==> config.mk <==
export PLATFORM = sky130hd
export DESIGN_NAME = mem_port_arbiter_flat
export DESIGN_NICKNAME = d
export VERILOG_FILES = /design/src/rtl/mem_port_arbiter_if.sv /design/src/rtl/mem_port_arbiter.sv /design/src/flat_wrapper.sv
export SDC_FILE = /design/constraint.sdc
export NUM_CORES = 1
export LEC_CHECK = 0
export BUFFER_PORTS_ARGS = -buffer_cell sky130_fd_sc_hd__buf_2
export CORE_AREA = 3 3 140 142
export DETAILED_ROUTE_END_ITERATION = 7
export DIE_AREA = 0 0 143 145
export PLACE_DENSITY_LB_ADDON = 0.1
export SYNTH_ARGS = -nofsm -noshare
export SYNTH_HDL_FRONTEND = slang
export SYNTH_SLANG_ARGS = --single-unit
==> constraint.sdc <==
create_clock -name clk -period 5.8 [get_ports clk]
set_input_delay 0.58 -clock clk [delete_from_list [all_inputs] [get_ports clk]]
set_output_delay 0.58 -clock clk [all_outputs]
set_load 0.005 [all_outputs]
==> src/rtl/mem_port_arbiter_if.sv <==
// Bundle of the three requester ports, the shared memory port and the status
// flags of mem_port_arbiter.
interface mem_port_arbiter_if;
  logic        dreq;
  logic        dwe;
  logic [31:0] daddr;
  logic [31:0] dwdata;
  logic [31:0] drdata;
  logic        dack;

  logic        ireq;
  logic [31:0] iaddr;
  logic [31:0] irdata;
  logic        iack;

  logic        lreq;
  logic        lwe;
  logic [31:0] laddr;
  logic [31:0] lwdata;
  logic [31:0] lrdata;
  logic        lack;

  logic        mem_en;
  logic        mem_we;
  logic [31:0] mem_addr;
  logic [31:0] mem_wdata;
  logic [31:0] mem_rdata;
  logic        mem_ready;

  logic        busy;
  logic        timeout_err;

  // Arbiter side.
  modport slave (
    input  dreq, dwe, daddr, dwdata, ireq, iaddr, lreq, lwe, laddr, lwdata,
           mem_rdata, mem_ready,
    output drdata, dack, irdata, iack, lrdata, lack,
           mem_en, mem_we, mem_addr, mem_wdata, busy, timeout_err
  );

  // Environment side: requesters plus the memory itself.
  modport master (
    output dreq, dwe, daddr, dwdata, ireq, iaddr, lreq, lwe, laddr, lwdata,
           mem_rdata, mem_ready,
    input  drdata, dack, irdata, iack, lrdata, lack,
           mem_en, mem_we, mem_addr, mem_wdata, busy, timeout_err
  );
endinterface

==> src/rtl/mem_port_arbiter.sv <==
// Shares one memory port between loader, data and fetch requesters: loader wins,
// data/fetch alternate round-robin, and each access is bounded by TIMEOUT cycles.
module mem_port_arbiter #(
  parameter int unsigned TIMEOUT = 16
) (
  input  logic              clk,
  input  logic              reset,
  mem_port_arbiter_if.slave bus
);

  typedef enum logic [1:0] {
    S_IDLE   = 2'd0,
    S_ACCESS = 2'd1,
    S_DONE   = 2'd2
  } state_e;

  typedef enum logic [1:0] {
    OWN_DATA  = 2'd0,
    OWN_FETCH = 2'd1,
    OWN_LOAD  = 2'd2
  } owner_e;

  // Counter holds the number of completed ACCESS cycles that saw no mem_ready.
  localparam logic [7:0] LAST_CNT = 8'(TIMEOUT - 1);

  state_e      state_q, state_d;
  owner_e      owner_q, owner_d;
  logic [31:0] addr_q, addr_d;
  logic [31:0] wdata_q, wdata_d;
  logic        we_q, we_d;
  logic [7:0]  cnt_q, cnt_d;
  logic        ptr_q, ptr_d;  // 1: fetch wins the next data/fetch tie
  logic        terr_q, terr_d;
  logic [31:0] drdata_q, drdata_d;
  logic [31:0] irdata_q, irdata_d;
  logic [31:0] lrdata_q, lrdata_d;
  logic [31:0] resp;
  logic        done_now;

  always_comb begin
    // NOTE: every signal written here gets a default first, so no path can leave one unassigned and infer a latch.
    state_d  = state_q;
    owner_d  = owner_q;
    addr_d   = addr_q;
    wdata_d  = wdata_q;
    we_d     = we_q;
    cnt_d    = cnt_q;
    ptr_d    = ptr_q;
    terr_d   = terr_q;
    drdata_d = drdata_q;
    irdata_d = irdata_q;
    lrdata_d = lrdata_q;
    resp     = '0;
    done_now = 1'b0;

    case (state_q)
      S_IDLE: begin
        cnt_d = '0;
        if (bus.lreq) begin
          owner_d = OWN_LOAD;
          addr_d  = bus.laddr;
          wdata_d = bus.lwdata;
          we_d    = bus.lwe;
          state_d = S_ACCESS;
        end else if (bus.dreq && !(bus.ireq && ptr_q)) begin
          owner_d = OWN_DATA;
          addr_d  = bus.daddr;
          wdata_d = bus.dwdata;
          we_d    = bus.dwe;
          ptr_d   = 1'b1;
          state_d = S_ACCESS;
        end else if (bus.ireq) begin
          owner_d = OWN_FETCH;
          addr_d  = bus.iaddr;
          wdata_d = '0;
          we_d    = 1'b0;
          ptr_d   = 1'b0;
          state_d = S_ACCESS;
        end
      end

      S_ACCESS: begin
        // mem_ready is checked first so a last-cycle response still counts as success.
        if (bus.mem_ready) begin
          resp     = we_q ? '0 : bus.mem_rdata;
          done_now = 1'b1;
        end else if (cnt_q == LAST_CNT) begin
          terr_d   = 1'b1;
          done_now = 1'b1;
        end else begin
          cnt_d = cnt_q + 8'd1;
        end

        if (done_now) begin
          state_d = S_DONE;
          case (owner_q)
            OWN_DATA:  drdata_d = resp;
            OWN_FETCH: irdata_d = resp;
            default:   lrdata_d = resp;
          endcase
        end
      end

      S_DONE:  state_d = S_IDLE;
      default: state_d = S_IDLE;
    endcase
  end

  // NOTE: sequential state uses non-blocking assignments so every flop samples pre-edge values.
  // NOTE: the latched request registers are reset too, so mem_addr/mem_wdata read zero the moment reset asserts.
  always_ff @(posedge clk or posedge reset) begin
    if (reset) begin
      state_q  <= S_IDLE;
      owner_q  <= OWN_DATA;
      addr_q   <= '0;
      wdata_q  <= '0;
      we_q     <= 1'b0;
      cnt_q    <= '0;
      ptr_q    <= 1'b0;
      terr_q   <= 1'b0;
      drdata_q <= '0;
      irdata_q <= '0;
      lrdata_q <= '0;
    end else begin
      state_q  <= state_d;
      owner_q  <= owner_d;
      addr_q   <= addr_d;
      wdata_q  <= wdata_d;
      we_q     <= we_d;
      cnt_q    <= cnt_d;
      ptr_q    <= ptr_d;
      terr_q   <= terr_d;
      drdata_q <= drdata_d;
      irdata_q <= irdata_d;
      lrdata_q <= lrdata_d;
    end
  end

  assign bus.mem_en      = (state_q == S_ACCESS);
  assign bus.mem_we      = (state_q == S_ACCESS) && we_q;
  assign bus.mem_addr    = addr_q;
  assign bus.mem_wdata   = wdata_q;

  assign bus.dack        = (state_q == S_DONE) && (owner_q == OWN_DATA);
  assign bus.iack        = (state_q == S_DONE) && (owner_q == OWN_FETCH);
  assign bus.lack        = (state_q == S_DONE) && (owner_q == OWN_LOAD);
  assign bus.drdata      = drdata_q;
  assign bus.irdata      = irdata_q;
  assign bus.lrdata      = lrdata_q;

  assign bus.busy        = (state_q != S_IDLE);
  assign bus.timeout_err = terr_q;

endmodule

==> src/flat_wrapper.sv <==
// flat-port wrapper written by rule: the top's interface ports become plain ports
module mem_port_arbiter_flat 
#(
  parameter int unsigned TIMEOUT = 16
)
  (clk, reset, bus_dreq, bus_dwe, bus_daddr, bus_dwdata, bus_ireq, bus_iaddr, bus_lreq, bus_lwe, bus_laddr, bus_lwdata, bus_mem_rdata, bus_mem_ready, bus_drdata, bus_dack, bus_irdata, bus_iack, bus_lrdata, bus_lack, bus_mem_en, bus_mem_we, bus_mem_addr, bus_mem_wdata, bus_busy, bus_timeout_err);
  mem_port_arbiter_if bus_i ();
  input  logic clk;
  input  logic reset;
  input wire logic [$bits(bus_i.dreq)-1:0] bus_dreq;
  input wire logic [$bits(bus_i.dwe)-1:0] bus_dwe;
  input wire logic [$bits(bus_i.daddr)-1:0] bus_daddr;
  input wire logic [$bits(bus_i.dwdata)-1:0] bus_dwdata;
  input wire logic [$bits(bus_i.ireq)-1:0] bus_ireq;
  input wire logic [$bits(bus_i.iaddr)-1:0] bus_iaddr;
  input wire logic [$bits(bus_i.lreq)-1:0] bus_lreq;
  input wire logic [$bits(bus_i.lwe)-1:0] bus_lwe;
  input wire logic [$bits(bus_i.laddr)-1:0] bus_laddr;
  input wire logic [$bits(bus_i.lwdata)-1:0] bus_lwdata;
  input wire logic [$bits(bus_i.mem_rdata)-1:0] bus_mem_rdata;
  input wire logic [$bits(bus_i.mem_ready)-1:0] bus_mem_ready;
  output wire logic [$bits(bus_i.drdata)-1:0] bus_drdata;
  output wire logic [$bits(bus_i.dack)-1:0] bus_dack;
  output wire logic [$bits(bus_i.irdata)-1:0] bus_irdata;
  output wire logic [$bits(bus_i.iack)-1:0] bus_iack;
  output wire logic [$bits(bus_i.lrdata)-1:0] bus_lrdata;
  output wire logic [$bits(bus_i.lack)-1:0] bus_lack;
  output wire logic [$bits(bus_i.mem_en)-1:0] bus_mem_en;
  output wire logic [$bits(bus_i.mem_we)-1:0] bus_mem_we;
  output wire logic [$bits(bus_i.mem_addr)-1:0] bus_mem_addr;
  output wire logic [$bits(bus_i.mem_wdata)-1:0] bus_mem_wdata;
  output wire logic [$bits(bus_i.busy)-1:0] bus_busy;
  output wire logic [$bits(bus_i.timeout_err)-1:0] bus_timeout_err;
  assign bus_i.dreq = bus_dreq;
  assign bus_i.dwe = bus_dwe;
  assign bus_i.daddr = bus_daddr;
  assign bus_i.dwdata = bus_dwdata;
  assign bus_i.ireq = bus_ireq;
  assign bus_i.iaddr = bus_iaddr;
  assign bus_i.lreq = bus_lreq;
  assign bus_i.lwe = bus_lwe;
  assign bus_i.laddr = bus_laddr;
  assign bus_i.lwdata = bus_lwdata;
  assign bus_i.mem_rdata = bus_mem_rdata;
  assign bus_i.mem_ready = bus_mem_ready;
  assign bus_drdata = bus_i.drdata;
  assign bus_dack = bus_i.dack;
  assign bus_irdata = bus_i.irdata;
  assign bus_iack = bus_i.iack;
  assign bus_lrdata = bus_i.lrdata;
  assign bus_lack = bus_i.lack;
  assign bus_mem_en = bus_i.mem_en;
  assign bus_mem_we = bus_i.mem_we;
  assign bus_mem_addr = bus_i.mem_addr;
  assign bus_mem_wdata = bus_i.mem_wdata;
  assign bus_busy = bus_i.busy;
  assign bus_timeout_err = bus_i.timeout_err;
  mem_port_arbiter #(.TIMEOUT(TIMEOUT)) u_core (.clk(clk), .reset(reset), .bus(bus_i));
endmodule
==> summary.txt <==
clock latency on the worst-skew pair = 0.42 ns
fin crit share = 42.1%
clk_skew = 0.0158 ns
CP cell instances = or4_4 > o21bai_4 > nand3b_1 > buf_4 > a22o_1
CTS tree = done
Via density = 5.13
Rows = 50
crit-path max cell delay = 0.58 ns
via count = 6,425
Comb pwr share = 36.2%
critical path's top delay family = simple AND/OR/NAND/NOR gates
area share of the largest cell type after synthesis = 57.2%
Post-Syn Nets = 865
DR WL/cell = 18.4 microns
Total Routing Usage GR = 21.7%
area grow syn2layout = 33.9%
Chip Height = 145 microns
Final min period = 2.44 ns
CP startpoint = u_core.cnt_q[4]
Crit-path slowest cell = or4_4
hold crit path type = in -> async
Async S/R FF share, synth = 100%
EDFF count, synth = 0
worst reg2reg path depth = 5
largest net degree at the start of global routing = 100
slew margin rel. = 34.2%
Flop pwr share = 41.0%
#FFs+latches synth = 175
Final setup violation count = 0
# IOs = 367
CTS resizes = 0
Die W = 143 microns
RSZ-0062 raised after global routing = false
Root Buffer = clkbuf_16
Worst VDD drop = 195 uV
count of different cell masters after synthesis = 43
grt ovf = 0
first-pass GRT wire length = 35,500 microns
Port Buf Inserts = 366
post-DP HPWL = 16,500 microns
Pint = 3.43 mW
Crit path depth = 5
critical path capture point type = flop
# DRC = 0
Num CTS Buffers = 17
Final GP Congestion = 0.819
Crit Path Class = reg -> reg
Slew Viols, Final = 0
switching share of total power = 34.1%
Buf/Inv on CP = 1
Setup Buffers After CTS = 0
Clock Sinks = 175
worst slew pin tran = 0.987 ns
Avg Inst Size Synth = 11.5 sq um
Leak Pwr = 5.37 nW
Place WS = 3.31 ns
vias in the first global route = 6,279
f_max = 410 MHz
Core ar. = 0.0186 sq mm
Clock Power Share = 22.8%
post-synthesis cell count = 664
setup_tns = 0 ns
area leader, netlist = dfrtp_1
Synth Flop Type = dfrtp_1
hold-fix buffers at CTS = 0
Reg-to-Reg Start = u_core.cnt_q[4]
number of max-cap violations = 0
initial antenna violation count = 2
status = completed
H-tree depth = 4
clock slew at reported path FFs = 0.07 ns
First-pass DRT Iterations = 5
proportion of layout cells with a drive suffix above 1 = 44.4%
Critical Path Start Type = flop
clk buf depth = 2
Initial DRC Count = 314
Die ar. = 0.0207 sq mm
top cells by area, synth = dfrtp_1 (57%), a22o_1 (11%), o21ai_0 (4.8%)
nets@finish = 1,206
sequential element share of the synthesized area = 57.2%
Hold Vio Cnt, Final = 0
WL final = 23,000 microns
Diodes inserted = 0
worst path arrival time = 2.75 ns
sw power = 1.78 mW
Critical Path RT = 6.11 ns
pwr/cell area = 508 mW/mm^2
Synth Cell Area = 0.00766 sq mm
worst setup margin = 3.36 ns
Crit Path Max Fanout = 18
Initial Utilization = 41.2%
Synth warnings = 0
Final ANT Viol Nets = 0
-- layer usage --
layer  wire length, microns  track usage [%]  share of wire [%]
met1                   9500             27.4                 41
met2                  11500             36.5                 50
met3                   1570             5.87                6.8
met4                    441             5.85                1.9
met5                     28                0               0.12
-- power by group through the flow --
| stage | registers [mW] | clock network, mW | logic, mW |
|---|---|---|---|
| final | 2.13 | 1.19 | 1.89 |
| after global routing | 2.21 | 1.27 | 2.08 |
| after floorplan | 2.17 | 0 | 0.935 |
| after detailed placement | 2.15 | 0 | 1.93 |
| after global placement | 2.15 | 0 | 1.90 |
| after CTS | 2.13 | 1.22 | 1.94 |
-- worst reg2reg max path: stages, from the launching register on --
cell and delay, ns:
dfrtp_1 0.44, or4_4 0.58, o21bai_4 0.19, nand3b_1 0.49
buf_4 0.42, a22o_1 0.21
-- flip-flops by register name, indices dropped and copies added, names as in the netlist --
name	flops
u_core.we_q	1
u_core.cnt_q	8
u_core.bus.irdata	32
u_core.owner_q	2
u_core.bus.timeout_err	1
u_core.ptr_q	1
u_core.state_q	2
u_core.bus.lrdata	32
u_core.bus.mem_wdata	32
u_core.bus.mem_addr	32
u_core.bus.drdata	32
-- logic make-up (layout without fill, tap and decap cells) --
family / after synthesis / count (layout) / share of synthesized area (%)
AO/OA/AOI/OAI: 219 / 219 / 20.8
adder cells (fa/ha/maj): 1 / 1 / 0.163
AND/OR/NAND/NOR: 145 / 145 / 9.15
multiplexers: 64 / 64 / 8.88
flip-flops: 175 / 175 / 57.2
XOR/XNOR: 2 / 2 / 0.229
buffers and inverters: 58 / 412 / 3.59
-- cells in the mapped netlist (3+ instances only) --
cell       number
a22o_1         94
a22oi_1        33
buf_1           3
buf_2           4
buf_6           7
clkbuf_1       40
dfrtp_1       175
inv_1           4
mux2_2         32
mux2i_1        32
nand2_1        76
nand3_1         5
nor2_1         11
nor2b_1        33
o21ai_0        74
o2bb2ai_1       3
-- layout by cell type, fill, tap and decap left out, types with 3 or more instances in the layout --
cell type / Yosys / final
buf_2: 4 / 365
dfrtp_1: 175 / 175
a22o_1: 94 / 94
inv_8: 0 / 6
buf_4: 0 / 11
inv_6: 0 / 4
clkbuf_16: 0 / 17
nor2_1: 11 / 9
mux2i_1: 32 / 32
nand3_1: 5 / 5
nand2_1: 76 / 76
nor2b_1: 33 / 33
o2bb2ai_1: 3 / 3
a22oi_1: 33 / 33
mux2_2: 32 / 32
inv_1: 4 / 3
o21ai_0: 74 / 74
-- layout make-up --
| cell class | count | area [sq um] |
|---|---|---|
| Tap cell | 234 | 293 |
| Timing Repair Buffer | 376 | 1910 |
| Fill cell | 1667 | 8320 |
| Sequential cell | 175 | 4380 |
| Clock buffer | 17 | 425 |
| Multi-Input combinational cell | 431 | 3040 |
| Inverter | 4 | 20.0 |
| Clock inverter | 15 | 190 |
-- final timing paths --
| check | to | slack, ns |
|---|---|---|
| max in group asynchronous | u_core.bus.mem_addr[29] | 4.41 |
| min in group clk | u_core.bus.drdata[12] | 0.41 |
| hold reg to reg | u_core.bus.timeout_err | 0.46 |
| setup / recovery | u_core.bus.drdata[13] | 3.36 |
| hold / removal | u_core.bus.mem_wdata[25] | 0.28 |
| setup reg to reg | u_core.bus.drdata[13] | 3.36 |
-- metrics by stage --
stage	total power [mW]	instances	area (sq um)	hold slack [ns]	util, %
after global routing	5.55	1252	10300	0.315	55.2
final	5.21	1252	10300	0.279	55.2
after global placement	4.05	1220	9640	0.437	51.9
after CTS	5.29	1252	10300	0.301	55.2
after floorplan	3.10	664	7660	0.451	-
after detailed placement	4.08	1220	9640	0.452	51.9
(Power assumes the default switching activity.)
